[src/rtl/simon_word_loader_if.sv]
// simon_word_loader_if: word-stream input and assembled-load output bundle of the SIMON word loader
interface simon_word_loader_if #(parameter int WW = 16, parameter int NKW = 4);
  logic              in_valid_i;
  logic              in_ready_o;
  logic [WW-1:0]     in_data_i;
  logic              in_mode_i;
  logic              in_last_i;
  logic              in_key_reuse_i;
  logic              valid_o;
  logic              ready_i;
  logic              mode_o;
  logic [2*WW-1:0]   pt_o;
  logic [NKW*WW-1:0] key_o;
  modport master (
    output in_valid_i, in_data_i, in_mode_i, in_last_i, in_key_reuse_i, ready_i,
    input  in_ready_o, valid_o, mode_o, pt_o, key_o
  );
  modport slave (
    input  in_valid_i, in_data_i, in_mode_i, in_last_i, in_key_reuse_i, ready_i,
    output in_ready_o, valid_o, mode_o, pt_o, key_o
  );
endinterface

[src/rtl/simon_word_loader.sv]
// simon_word_loader: assembles block and key words into a held load; SIMON_LOADER_KEY_REUSE_EN enables key reuse
module simon_word_loader #(
  parameter int WW  = 16,
  parameter int NKW = 4
) (
  input  logic clk,
  input  logic srst_n,
  output logic active_o,
  output logic err_o,
  simon_word_loader_if.slave b
);
  localparam int CW = $clog2(NKW + 3);
  typedef enum logic {S_FILL, S_HOLD} state_t;
  state_t state, state_n;
  logic [CW-1:0] cnt, cnt_n;
  logic [2*WW-1:0] pt;
  logic [NKW*WW-1:0] key;
  logic mode, err, key_stored, reuse_r;
  logic beat, at_end, done, frame_err, reuse_ok, reuse_bad;
  assign beat = b.in_valid_i & b.in_ready_o;
`ifdef SIMON_LOADER_KEY_REUSE_EN
  // reuse is decided on beat 0 and then remembered for the rest of the load
  assign reuse_ok  = (cnt == '0) ? b.in_key_reuse_i & key_stored : reuse_r;
  assign reuse_bad = beat & (cnt == '0) & b.in_key_reuse_i & ~key_stored;
`else
  assign reuse_ok  = 1'b0;
  assign reuse_bad = 1'b0;
  logic unused_reuse;
  assign unused_reuse = &{1'b0, b.in_key_reuse_i, reuse_r, key_stored};
`endif
  always_comb begin
    at_end    = cnt == (reuse_ok ? CW'(1) : CW'(NKW + 1));
    done      = beat & at_end & b.in_last_i;
    frame_err = reuse_bad | (beat & (at_end ^ b.in_last_i));
    state_n   = (state == S_FILL) ? (done ? S_HOLD : S_FILL) : (b.ready_i ? S_FILL : S_HOLD);
    cnt_n     = (done | frame_err) ? '0 : cnt + CW'(beat);
  end
  always_ff @(posedge clk) begin
    if (!srst_n) begin
      state      <= S_FILL;
      cnt        <= '0;
      pt         <= '0;
      key        <= '0;
      mode       <= 1'b0;
      err        <= 1'b0;
      key_stored <= 1'b0;
      reuse_r    <= 1'b0;
    end else begin
      state <= state_n;
      cnt   <= cnt_n;
      err   <= frame_err;
      if (beat & ~reuse_bad) begin
        if (cnt == '0) begin
          pt[2*WW-1:WW] <= b.in_data_i;
          mode          <= b.in_mode_i;
          reuse_r       <= reuse_ok;
        end
        if (cnt == CW'(1)) pt[WW-1:0] <= b.in_data_i;
        // key words arrive most significant first, starting at beat 2
        for (int i = 0; i < NKW; i++)
          if (cnt == CW'(NKW + 1 - i)) key[i*WW +: WW] <= b.in_data_i;
      end
      if (frame_err) key_stored <= 1'b0;
      else if (done) key_stored <= 1'b1;
    end
  end
  assign b.in_ready_o = srst_n & (state == S_FILL);
  assign b.valid_o    = state == S_HOLD;
  assign b.mode_o     = mode;
  assign b.pt_o       = pt;
  assign b.key_o      = key;
  assign err_o        = err;
  assign active_o     = (state == S_HOLD) | (cnt != '0);
endmodule
[src/flat_wrapper.sv]
// flat-port wrapper written by rule: the top's interface ports become plain ports
module simon_word_loader_flat 
#(
  parameter int WW  = 16,
  parameter int NKW = 4
)
  (clk, srst_n, active_o, err_o, b_in_valid_i, b_in_data_i, b_in_mode_i, b_in_last_i, b_in_key_reuse_i, b_ready_i, b_in_ready_o, b_valid_o, b_mode_o, b_pt_o, b_key_o);
  simon_word_loader_if #(.WW(WW), .NKW(NKW)) b_i ();
  input  logic clk;
  input  logic srst_n;
  output logic active_o;
  output logic err_o;
  input wire logic [$bits(b_i.in_valid_i)-1:0] b_in_valid_i;
  input wire logic [$bits(b_i.in_data_i)-1:0] b_in_data_i;
  input wire logic [$bits(b_i.in_mode_i)-1:0] b_in_mode_i;
  input wire logic [$bits(b_i.in_last_i)-1:0] b_in_last_i;
  input wire logic [$bits(b_i.in_key_reuse_i)-1:0] b_in_key_reuse_i;
  input wire logic [$bits(b_i.ready_i)-1:0] b_ready_i;
  output wire logic [$bits(b_i.in_ready_o)-1:0] b_in_ready_o;
  output wire logic [$bits(b_i.valid_o)-1:0] b_valid_o;
  output wire logic [$bits(b_i.mode_o)-1:0] b_mode_o;
  output wire logic [$bits(b_i.pt_o)-1:0] b_pt_o;
  output wire logic [$bits(b_i.key_o)-1:0] b_key_o;
  assign b_i.in_valid_i = b_in_valid_i;
  assign b_i.in_data_i = b_in_data_i;
  assign b_i.in_mode_i = b_in_mode_i;
  assign b_i.in_last_i = b_in_last_i;
  assign b_i.in_key_reuse_i = b_in_key_reuse_i;
  assign b_i.ready_i = b_ready_i;
  assign b_in_ready_o = b_i.in_ready_o;
  assign b_valid_o = b_i.valid_o;
  assign b_mode_o = b_i.mode_o;
  assign b_pt_o = b_i.pt_o;
  assign b_key_o = b_i.key_o;
  simon_word_loader #(.WW(WW), .NKW(NKW)) u_core (.clk(clk), .srst_n(srst_n), .active_o(active_o), .err_o(err_o), .b(b_i));
endmodule
[config.mk]
export PLATFORM = sky130hd
export DESIGN_NAME = simon_word_loader_flat
export DESIGN_NICKNAME = d
export VERILOG_FILES = /design/src/rtl/simon_word_loader_if.sv /design/src/rtl/simon_word_loader.sv /design/src/flat_wrapper.sv
export SDC_FILE = /design/constraint.sdc
export NUM_CORES = 1
export LEC_CHECK = 0
export ABC_AREA = 1
export BUFFER_PORTS_ARGS = -buffer_cell sky130_fd_sc_hd__clkbuf_2
export CORE_MARGIN = 2
export CORE_UTILIZATION = 54
export CTS_BUF_LIST = sky130_fd_sc_hd__clkbuf_16
export CTS_CLUSTER_DIAMETER = 50
export DETAILED_ROUTE_END_ITERATION = 8
export PLACE_DENSITY = 0.86
export SYNTH_ARGS = -nofsm -noshare
export SYNTH_HDL_FRONTEND = slang
export SYNTH_SLANG_ARGS = --single-unit
[constraint.sdc]
create_clock -name clk -period 2.51 [get_ports clk]
set_input_delay 0.502 -clock clk [delete_from_list [all_inputs] [get_ports clk]]
set_output_delay 0.502 -clock clk [all_outputs]
set_load 0.005 [all_outputs]
==> reports/qor.yml <==
logic_synthesis:
  yosysTopAreaCell: "dfxtp_1"
  synth_edf_count: 0
  synth_compound_area_share_pct: 0.126
  yosys.area_share.simple_pct: 40.8
  ys_seq_elements: 102
  synthAdderAreaFrac_pct: 0.629
  ys_top_cells_by_area: "dfxtp_1 (51%), nand2_1 (19%), nor2_1 (19%)"
  synth_cell_types: 18
  synth_area_sq_um: 3980
  ys.warnings.count: 0
  synth_top_cell_area_share_pct: 51.3
  async_flop_share_pct: 0
  synthXorXnorAreaFrac_pct: 0.220
  syn_inst: 575
  synth_common_cells: "nand2_1 (199), nor2_1 (198), dfxtp_1 (102)"
  synth_most_common_cell: "nand2_1"
  ys.flop_type: "dfxtp_1"
  ys_seq_area_share_pct: 51.3
  synth_top_family_by_area: "simple AND/OR/NAND/NOR gates"
  syn_avg_cell_area_sq_um: 6.92
  muxShareOfSynthArea_pct: 0
  syn_nets: 600
routing:
  post_drt_wl_per_cell_microns: 12.6
  viasPerCell: 4.73
  ant_nets: 0
  highest_layer: "met4"
  drc: 0
  vias: 3708
  wl_met3_microns: 639
  drt_wl_total_microns: 9860
  first_pass_iters: 5
  first_iter_violations: 254
  wl_met1_microns: 4170
  dr_wl_met2_microns: 4690
worst_hold_path:
  hp-class: "input pin to flop"
floorplanning:
  dieArea_sq_um: 8070
  num_rows: 31
  coreArea_sq_um: 7180
  die_h_microns: 89.9
  ioPinCount: 124
  die_x_microns: 89.9
  start_util_pct: 55.5
power:
  power_leakage_nw: 2.35
  irDropWorstVdd_mv: 0.387
  p_per_area_nw_per_um2: 658
clocking:
  cts.sinks: 102
  postCtsResizedCells: 0
  cts_root_buf: "clkbuf_16"
  hold_buffers: 0
  htreeDepth: 3
  post_cts_buffers: 0
  clkLatencyLatePin_ps: 340
  cts_buffers: 9
  clk_pin_slew_worst_paths_ps: 70
  cts_tree: "done"
  clk_path_buf_depth: 2
placement:
  dp_slack_ps: 715
  dpl_cell_area_sq_um: 4550
  dp_cells: 768
  numPortBuffers: 122
  gp_congestion: 0.819
  dp_hpwl_microns: 6790
critical_path:
  ff2ff_setup_slack_ps: 900
  r2r-end: "u_core.b.key_o[4]"
  crit_path_start: "u_core.cnt[1]"
  crit_fanout: 33
  rr_worst_depth: 6
  worstSetupStartpointType: "flop"
  arrival_ps: 1840
  setup.worst_path.class: "flop to flop"
  critPathCapture: "u_core.b.key_o[4]"
  r2r-start: "u_core.cnt[1]"
  cp-end-kind: "flop"
  worstPathRequired_ps: 2740
timing:
  fin_setup_tns_ps: 0
  hold_violations: 0
  max_freq_mhz: 622
  timing.final.crit_share_pct: 64.1
  setup_viol_count_final: 0
  worst_slack_ps: 902
  worst_pin_slew_ps: 988
  skew_ps: 8.33
  relSlewSlack_pct: 34.2
  period_needed_ps: 1610
  hold_slack_ps: 426
  final_max_slew_viol_count: 0
  rsz0062_at_grt: "false"
finish:
  layout-drive-gt1-share_pct: 21.2
  final_area_sq_um: 4820
  instances_no_fill: 784
  nets: 705
  syn_to_final_growth_pct: 21.0
  num_antenna_cells: 0
global_route:
  grtUsageTotal_pct: 24.8
  grt_max_degree: 100
  grt_pass1_wl_microns: 15800
  grt_remaining_overflow: 0
  antenna_found_initial: 0
  grt_pass1_vias: 3278
run:
  drv_cap: 0
outcome:
  outcome: "finished, final reports clean"
==> power by group <==
| part | total [mW] | switching (mW) | internal (mW) | leakage (nW) |
|---|---|---|---|---|
| clock | 1.25 | 0.588 | 0.664 | 0.124 |
| combinational | 0.246 | 0.160 | 0.0865 | 1.40 |
| sequential | 1.67 | 0.0186 | 1.65 | 0.825 |
==> area by class of cell <==
| type | instances | area [sq um] |
|---|---|---|
| clock buffer | 9 | 225 |
| multi-input combinational | 417 | 1660 |
| sequential | 102 | 2040 |
| fill | 615 | 2360 |
| timing repair buffer | 123 | 621 |
| inverter | 27 | 101 |
| clock inverter | 7 | 40.0 |
| tap | 99 | 124 |
==> metal layers <==
layer,GRT usage (%),vias up
li1,-,1911
met5,0,-
met3,6.04,26
met4,10.8,0
met2,40.4,138
met1,31.4,1633
==> worst max-delay path, stage by stage (launching register included) <==
cell	delay [ps]
dfxtp_1	340
inv_1	140
nand3_1	190
nor2_4	570
nand2_1	110
nand2_1	90
nor2_1	60
==> worst min path at each step <==
stage / startpoint / endpoint / depth (start not counted)
6_report: b_in_last_i / u_core.b.valid_o / 3
5_1_grt: b_in_last_i / u_core.b.valid_o / 3
4_1_cts: b_in_last_i / u_core.b.valid_o / 3
3_5_place_dp: u_core.b.key_o[6] / u_core.b.key_o[6] / 2
3_3_place_gp: u_core.b.pt_o[6] / u_core.b.pt_o[6] / 2
2_1_floorplan: u_core.b.key_o[0] / u_core.b.key_o[0] / 2
==> flip-flops by register name, summed over array words and instances (netlist names) <==
name              count
u_core.b.mode_o       1
u_core.b.key_o       64
u_core.b.pt_o        32
u_core.b.valid_o      1
u_core.cnt            3
u_core.err_o          1
==> cell usage in the layout, fill, tap and decap left out <==
cell,instances
inv_1,26
dfxtp_1,102
clkinv_2,1
a21oi_1,1
nand3_1,6
clkbuf_2,121
or2_2,1
clkinv_1,3
nor2_4,6
nand2_1,199
nor3b_1,1
xnor2_1,1
nand4_1,1
nand3_4,1
inv_2,1
clkinvlp_4,2
buf_4,2
ha_1,2
nor2_1,198
inv_6,1
clkbuf_16,9
==> cells by family (layout without fill, tap and decap cells) <==
logic type,after synthesis,after routing
XOR/XNOR,1,1
AND/OR/NAND/NOR,413,413
adder cells (fa/ha/maj),2,2
flip-flops,102,102
buffers and inverters,56,166
AO/OA/AOI/OAI,1,1
==> metrics by stage <==
stage / util, % / power, mW
floorplan: - / 1.86
global placement: 63.4 / 1.94
detailed placement: 63.4 / 1.95
CTS: 67.1 / 3.18
global route: 67.1 / 3.29
finish: 67.1 / 3.17
Power figures use the tool's default switching activity.
